$ cat config.mk
export PLATFORM = sky130hd
export DESIGN_NAME = atm_pin_fsm_flat
export DESIGN_NICKNAME = d
export VERILOG_FILES = /design/src/rtl/atm_pin_fsm_if.sv /design/src/rtl/atm_pin_fsm.sv /design/src/flat_wrapper.sv
export SDC_FILE = /design/constraint.sdc
export NUM_CORES = 1
export LEC_CHECK = 0
export CAP_MARGIN = 15
export CELL_PAD_IN_SITES_DETAIL_PLACEMENT = 1
export CELL_PAD_IN_SITES_GLOBAL_PLACEMENT = 1
export CORE_MARGIN = 1.5
export CORE_UTILIZATION = 30
export CTS_CLUSTER_SIZE = 30
export DETAILED_ROUTE_END_ITERATION = 16
export DONT_BUFFER_PORTS = 1
export GPL_ROUTABILITY_DRIVEN = 0
export HOLD_SLACK_MARGIN = 0.06
export PLACE_DENSITY_LB_ADDON = 0.1
export SLEW_MARGIN = 20
export SYNTH_ARGS = -nofsm -noshare
export SYNTH_HDL_FRONTEND = slang
export SYNTH_SLANG_ARGS = --single-unit
$ cat constraint.sdc
create_clock -name clk_2 -period 2.65 [get_ports clk_2]
set_input_delay 0.265 -clock clk_2 [delete_from_list [all_inputs] [get_ports clk_2]]
set_output_delay 0.265 -clock clk_2 [all_outputs]
set_load 0.02 [all_outputs]
$ cat src/rtl/atm_pin_fsm_if.sv
// Bus between the ATM switch front-end and the PIN-entry controller.
// digit_valid is a valid-only strobe with no ready: every valid digit seen in CARD or ENTRY is consumed on that edge.
interface atm_pin_fsm_if #(
  parameter int DIGIT_W   = 4,
  parameter int PIN_LEN   = 4,
  parameter int MAX_TRIES = 3
);
  localparam int POS_W   = $clog2(PIN_LEN + 1);
  localparam int TRIES_W = $clog2(MAX_TRIES + 1);

  logic                       card;
  logic [DIGIT_W-1:0]         digit;
  logic                       digit_valid;
  logic [PIN_LEN*DIGIT_W-1:0] pin_ref;
  logic                       dispense;
  logic                       destroyed;
  logic [2:0]                 state;
  logic [POS_W-1:0]           pos;
  logic [TRIES_W-1:0]         tries;

  modport master (
    output card, digit, digit_valid, pin_ref,
    input  dispense, destroyed, state, pos, tries
  );

  modport slave (
    input  card, digit, digit_valid, pin_ref,
    output dispense, destroyed, state, pos, tries
  );
endinterface

$ cat src/rtl/atm_pin_fsm.sv
// ATM PIN-entry controller: collects PIN_LEN digits, grants on a full match,
// locks permanently after MAX_TRIES failures, and drops stale partial entries after an idle timeout.
module atm_pin_fsm #(
  parameter int DIGIT_W   = 4,
  parameter int PIN_LEN   = 4,
  parameter int MAX_TRIES = 3,
  parameter int TIMEOUT   = 16
) (
  input logic          clk_2,
  input logic          reset,
  atm_pin_fsm_if.slave bus
);
  localparam int POS_W   = $clog2(PIN_LEN + 1);
  localparam int TRIES_W = $clog2(MAX_TRIES + 1);
  localparam int TIMER_W = $clog2(TIMEOUT);

  typedef enum logic [2:0] {
    S_IDLE    = 3'd0,
    S_CARD    = 3'd1,
    S_ENTRY   = 3'd2,
    S_GRANTED = 3'd3,
    S_LOCKED  = 3'd4
  } state_t;

  state_t             state_q, state_d;
  logic [POS_W-1:0]   pos_q, pos_d;
  logic [TRIES_W-1:0] tries_q, tries_d;
  logic [TIMER_W-1:0] timer_q, timer_d;
  logic               bad_q, bad_d;

  logic [DIGIT_W-1:0] exp_digit;
  logic               any_bad;
  logic               last_digit;

  assign exp_digit  = DIGIT_W'(bus.pin_ref >> (DIGIT_W * int'(pos_q)));
  assign any_bad    = bad_q | (bus.digit != exp_digit);
  assign last_digit = (pos_q == POS_W'(PIN_LEN - 1));

  always_ff @(posedge clk_2 or posedge reset) begin
    if (reset) begin
      state_q <= S_IDLE;
      pos_q   <= '0;
      tries_q <= '0;
      timer_q <= '0;
      bad_q   <= 1'b0;
    end else begin
      state_q <= state_d;
      pos_q   <= pos_d;
      tries_q <= tries_d;
      timer_q <= timer_d;
      bad_q   <= bad_d;
    end
  end

  always_comb begin
    state_d = state_q;
    pos_d   = pos_q;
    tries_d = tries_q;
    timer_d = timer_q;
    bad_d   = bad_q;
    case (state_q)
      S_IDLE: begin
        if (bus.card) state_d = S_CARD;
      end
      S_CARD, S_ENTRY: begin
        if (!bus.card) begin
          state_d = S_IDLE;
          pos_d   = '0;
          bad_d   = 1'b0;
          timer_d = '0;
        end else if (bus.digit_valid) begin
          timer_d = '0;
          if (last_digit) begin
            // The wrong digit is only revealed once the whole PIN is in.
            pos_d = '0;
            bad_d = 1'b0;
            if (!any_bad) begin
              state_d = S_GRANTED;
              tries_d = '0;
            end else begin
              tries_d = tries_q + TRIES_W'(1);
              state_d = (tries_q == TRIES_W'(MAX_TRIES - 1)) ? S_LOCKED : S_CARD;
            end
          end else begin
            state_d = S_ENTRY;
            pos_d   = pos_q + POS_W'(1);
            bad_d   = any_bad;
          end
        end else if (state_q == S_ENTRY) begin
          if (timer_q == TIMER_W'(TIMEOUT - 1)) begin
            state_d = S_CARD;
            pos_d   = '0;
            bad_d   = 1'b0;
            timer_d = '0;
          end else begin
            timer_d = timer_q + TIMER_W'(1);
          end
        end
      end
      S_GRANTED: begin
        if (!bus.card) state_d = S_IDLE;
      end
      S_LOCKED: begin
        state_d = S_LOCKED;
      end
      default: begin
        state_d = S_IDLE;
      end
    endcase
  end

  assign bus.state     = state_q;
  assign bus.pos       = pos_q;
  assign bus.tries     = tries_q;
  assign bus.dispense  = (state_q == S_GRANTED);
  assign bus.destroyed = (state_q == S_LOCKED);
endmodule

$ cat src/flat_wrapper.sv
// flat-port wrapper written by rule: the top's interface ports become plain ports
module atm_pin_fsm_flat 
#(
  parameter int DIGIT_W   = 4,
  parameter int PIN_LEN   = 4,
  parameter int MAX_TRIES = 3,
  parameter int TIMEOUT   = 16
)
  (clk_2, reset, bus_card, bus_digit, bus_digit_valid, bus_pin_ref, bus_dispense, bus_destroyed, bus_state, bus_pos, bus_tries);
  atm_pin_fsm_if #(.DIGIT_W(DIGIT_W), .PIN_LEN(PIN_LEN), .MAX_TRIES(MAX_TRIES)) bus_i ();
  input logic clk_2;
  input logic reset;
  input wire logic [$bits(bus_i.card)-1:0] bus_card;
  input wire logic [$bits(bus_i.digit)-1:0] bus_digit;
  input wire logic [$bits(bus_i.digit_valid)-1:0] bus_digit_valid;
  input wire logic [$bits(bus_i.pin_ref)-1:0] bus_pin_ref;
  output wire logic [$bits(bus_i.dispense)-1:0] bus_dispense;
  output wire logic [$bits(bus_i.destroyed)-1:0] bus_destroyed;
  output wire logic [$bits(bus_i.state)-1:0] bus_state;
  output wire logic [$bits(bus_i.pos)-1:0] bus_pos;
  output wire logic [$bits(bus_i.tries)-1:0] bus_tries;
  assign bus_i.card = bus_card;
  assign bus_i.digit = bus_digit;
  assign bus_i.digit_valid = bus_digit_valid;
  assign bus_i.pin_ref = bus_pin_ref;
  assign bus_dispense = bus_i.dispense;
  assign bus_destroyed = bus_i.destroyed;
  assign bus_state = bus_i.state;
  assign bus_pos = bus_i.pos;
  assign bus_tries = bus_i.tries;
  atm_pin_fsm #(.DIGIT_W(DIGIT_W), .PIN_LEN(PIN_LEN), .MAX_TRIES(MAX_TRIES), .TIMEOUT(TIMEOUT)) u_core (.clk_2(clk_2), .reset(reset), .bus(bus_i));
endmodule
; ---- Word level (Yosys, flattened, before mapping)
; Index checks and enable logic that the tools add are counted.
[word_totals]
regBits = 13
output_inout_bits = 10
word_cells = 55
[classes]
addsub = 3
eq_ne = 14
shifts = 1
n_mux = 25
bitwise_logic = 1
reduce_logical = 6
[op_table]
columns = operator, count
row1 = 3-bit 2-to-1 mux, 14
row2 = 4-bit 2-to-1 mux, 4
row3 = 16-bit by 5-bit >> shifter with 4-bit output, 1
row4 = 3-bit one-hot mux with 4 select lines, 1
row5 = 3-bit by 2-bit == test with 1-bit output (second input constant), 3
row6 = 4-bit by 3-bit != test with 1-bit output (second input constant), 2
row7 = 4-bit AND reduction, 2
row8 = 3-bit by 1-bit != test with 1-bit output (second input constant), 2
row9 = 1-bit 2-to-1 mux, 5
row10 = 4-bit by 1-bit adder with 4-bit output (second input constant), 1
row11 = 4-bit == test (second input constant), 1
row12 = 2-bit != test (second input constant), 2
row13 = 4-bit != test, 1
row14 = 3-bit by 1-bit adder with 3-bit output (second input constant), 1
row15 = 3-bit by 1-bit == test with 1-bit output (second input constant), 1
row16 = 3-bit == test (second input constant), 1
row17 = 3-bit logical NOT, 1
row18 = 3-bit AND reduction, 1
row19 = 2-bit by 1-bit adder with 2-bit output (second input constant), 1
row20 = 2-bit == test (second input constant), 1
row21 = 2-bit 2-to-1 mux, 1
row22 = 2-bit AND reduction, 1
row23 = 2-bit OR reduction, 1
row24 = 1-bit bitwise OR, 1

; ---- Longest topological paths before layout
[logic_depth]
depth_word = 8
ltp_mapped = 7
depth_no_buf = 6

; ---- Worst setup path before layout
; No wires, ideal clock.
[synth_timing]
path_kind = register -> register
start = register u_core.pos_q[0] (netlist: u_core.bus.pos[0])
end = register u_core.bad_q
arrival_time_ns = 2.107
required_time_ns = 2.528
slack_ns = 0.421
stages_incl_launch_ff = 7
path_buffers = 2
cell_sequence = dfrtp_1 -> buf_6 -> mux4_2 -> a211o_1 -> or4_1 -> buf_2 -> a32o_1
[synth_between]
elab_chain_cells = 6
[synth_rtl]
columns = element, line_no
row1 = from (decl), atm_pin_fsm.sv:26  ; logic [POS_W-1:0] pos_q, pos_d;
row2 = from (signal assigned), atm_pin_fsm.sv:48  ; pos_q <= pos_d;
row3 = 16-bit by 5-bit >> shifter with 4-bit output, atm_pin_fsm.sv:35  ; assign exp_digit = DIGIT_W'(bus.pin_ref >> (DIGIT_W * int'(pos_q)));
row4 = 4-bit != test, atm_pin_fsm.sv:36  ; assign any_bad = bad_q | (bus.digit != exp_digit);
row5 = 1-bit bitwise OR, atm_pin_fsm.sv:36
row6 = 1-bit 2-to-1 mux *, atm_pin_fsm.sv:73  ; if (last_digit) begin
row7 = 1-bit 2-to-1 mux *, atm_pin_fsm.sv:71  ; end else if (bus.digit_valid) begin
row8 = 1-bit 2-to-1 mux *, atm_pin_fsm.sv:66  ; if (!bus.card) begin
row9 = to (signal assigned), atm_pin_fsm.sv:45  ; bad_q <= 1'b0;
row10 = to (signal assigned), atm_pin_fsm.sv:51  ; bad_q <= bad_d;
row11 = to (decl), atm_pin_fsm.sv:29  ; logic bad_q, bad_d;
; Every way passes the cells marked *; elsewhere a longest branch is shown, timed or not.
; A chain may end at the register's enable or synchronous reset.

; ---- Final worst setup path
[layout_timing]
start = register u_core.pos_q[1] (netlist: u_core.bus.pos[1])
end = register u_core.bad_q
; Same word-level chain as after synthesis.

==> results_dict.tcl <==
set metrics [dict create \
    status "complete, no violations" \
    grt_use_total_pct 14.01 \
    crit_end "u_core.bad_q$_DFFE_PP0P_" \
    drt-initial-drc-count 19 \
    post_cts_buffers 0 \
    hold_class "in -> reg" \
    first_pass_iters 4 \
    seq_area_frac_synth_pct 34.57 \
    drt-wirelength-per-cell_microns 15.13 \
    irDropWorstVdd_uv 357.9 \
    setup_tns_ns 0 \
    io-pin-count 34 \
    drive_gt1_share_pct 12.38 \
    synth_xor_area_share_pct 3.723 \
    worst_pin_slew_ns 0.5054 \
    slew_violations 0 \
    worstPathMaxFanout 9 \
    port-buffer-count 0 \
    rr_worst_depth 5 \
    worst_setup_path_end_kind "flip-flop" \
    cts-resized-gates 0 \
    routed_wl_microns 2254 \
    antenna_found_initial 0 \
    cp.required_ns 2.82 \
    setup_ws_ns 0.3045 \
    holdBufCountCts 1 \
    ant_nets 0 \
    yosys.area_share.simple_pct 24.07 \
    cp.arrival_ns 2.52 \
    grt_max_degree 14 \
    setup_viol 0 \
    die_w_microns 59.01 \
    htree_levels 1 \
    min_period_ns 2.345 \
    fin_nets 133 \
    synth_top_area_share_pct 34.57 \
    num_rows 20 \
    multi_input_area_sq_um 571.8 \
    synthesis.area_sq_um 940.9 \
    root_buffer "clkbuf_4" \
    startpoint "u_core.bus.pos[1]$_DFFE_PP0P_" \
    rr_startpoint "u_core.bus.pos[1]$_DFFE_PP0P_" \
    yosys_warnings 0 \
    synth.most_common_cell "dfrtp_1" \
    synth_area_per_cell_sq_um 9.316 \
    vias_per_cell 5.107 \
    fmax_mhz 426.3 \
    synth_nets 128 \
    syn-instance-count 101 \
    synth.top_cells.by_area "dfrtp_1 (35%), mux4_2 (4.8%), ha_1 (4.0%)" \
    synth-compound-area-share_pct 17.42 \
    maxCapViolations 0 \
    clk_path_buf_depth 2 \
    dp_hpwl_microns 1800 \
    clk_pin_slew_ns 0.08 \
    diodes 0 \
    synth-edff-count 0 \
    p_per_area_nw_per_um2 748.9 \
    grt_pass1_wl_microns 3677 \
    ys_types 39 \
    min_period_over_period_pct 88.51 \
    core_area_sq_um 3028 \
    vias 761 \
    fillers 360 \
    start_kind "flip-flop" \
    ys_async_sr_fraction_pct 100.0 \
    synthAdderAreaFrac_pct 3.989 \
    synth_flop_cell "dfrtp_1" \
    cts_tree "built" \
    synthMuxAreaShare_pct 11.57 \
    cts_made_buffers 3 \
    r2r_end "u_core.bad_q$_DFFE_PP0P_" \
    clk_latency_ns 0.28 \
    rrSetupSlack_ns 0.30 \
    seq_area_sq_um 325.3 \
    critPathKind "reg -> reg" \
    synth_top_family_by_area "simple AND/OR/NAND/NOR gates" \
    relSlewSlack_pct 66.30 \
    drcViolationCount 0 \
    synth-seq-cells 13 \
    overflow 0 \
    die_area_sq_um 3482 \
    die_h_microns 59.01 \
    finClkSkew_ns 0.001842 \
    hold_viol 0 \
    power.leakage_uw 0.0004390 \
    rsz0062_at_grt "false" \
    initial_core_util_pct 31.07 \
    synthTopCellsByCount "dfrtp_1 (13), nand2_1 (8), nor2_1 (8)" \
    area_delta_synth_final_pct 9.840 \
    dp_slack_ns 0.2901 \
    synth_top_cell_by_area "dfrtp_1" \
    clock-sinks 13 \
    grt_pass1_vias 786 \
]
==> worst min-delay path by stage <==
stage	depth (start not counted)	end	start	slack [ns]
after global placement	1	u_core.bus.pos[2]$_DFFE_PP0P_	reset	0.22
final	2	u_core.bus.state[0]$_DFFE_PP0P_	bus_card	0.14
after floorplan	1	u_core.bad_q$_DFFE_PP0P_	reset	0.14
after detailed placement	1	u_core.timer_q[3]$_DFFE_PP0P_	reset	0.22
after global routing	2	u_core.bus.state[0]$_DFFE_PP0P_	bus_card	0.14
after CTS	2	u_core.bus.state[0]$_DFFE_PP0P_	bus_card	0.12
==> where the power goes <==
part	total (uW)	switching (uW)	internal, uW
clock network	127	68.7	58.4
registers	327	92.2	235
logic	320	146	174
total	774	307	467
==> flip-flops by register name, summed over array words and instances (netlist names) <==
name,flops
u_core.bad_q,1
u_core.bus.tries,2
u_core.bus.state,3
u_core.bus.pos,3
u_core.timer_q,4
==> cell usage in the layout, fill, tap and decap left out, drive strengths merged, types with 4 or more instances in the layout <==
cell and n:
nor2 8, nand2b 5, nor2b 5, nand2 8, inv 4, clkbuf 4
nand3 4, o21ai 5, dfrtp 13, buf 4
==> area by class of cell <==
class	count	area share (%)
Clock buffer	4	2.542
Inverter	4	1.453
Multi-Input combinational cell	79	55.33
Sequential cell	13	31.48
Tap cell	44	5.327
Timing Repair Buffer	5	3.874
==> stage by stage <==
stage	util (%)	power, uW	instance area (sq um)	hold WS, ns	instances
global placement	32.93	650.7	997.2	0.2168	144
floorplan	-	594.0	940.9	0.1420	101
finish	34.13	773.9	1033	0.1362	149
detailed placement	32.93	659.6	997.2	0.2218	144
CTS	34.13	792.0	1033	0.1229	149
global route	34.13	845.9	1033	0.1374	149
==> worst max-delay path, stage by stage, from the launching register on <==
cell and delay (ns):
dfrtp_1 0.66, mux2_1 0.38, a22oi_1 0.21, xnor2_1 0.09
or4_1 0.62, a32o_1 0.27
==> cell families after synthesis <==
family,after synthesis
XOR/XNOR,4
multiplexers,8
buffers and inverters,9
flip-flops,13
AND/OR/NAND/NOR,42
adder cells (fa/ha/maj),3
AO/OA/AOI/OAI,22
==> per-layer routing <==
layer  up-vias  GRT usage [%]  routed length [microns]
li1        377              -                        -
met1       367          19.26                     1093
met2        15          21.59                     1045
met3         2          4.585                      105
met4         0          2.922                       10
met5         -              0                        0
Note: power is estimated with default switching activity, not from simulation.
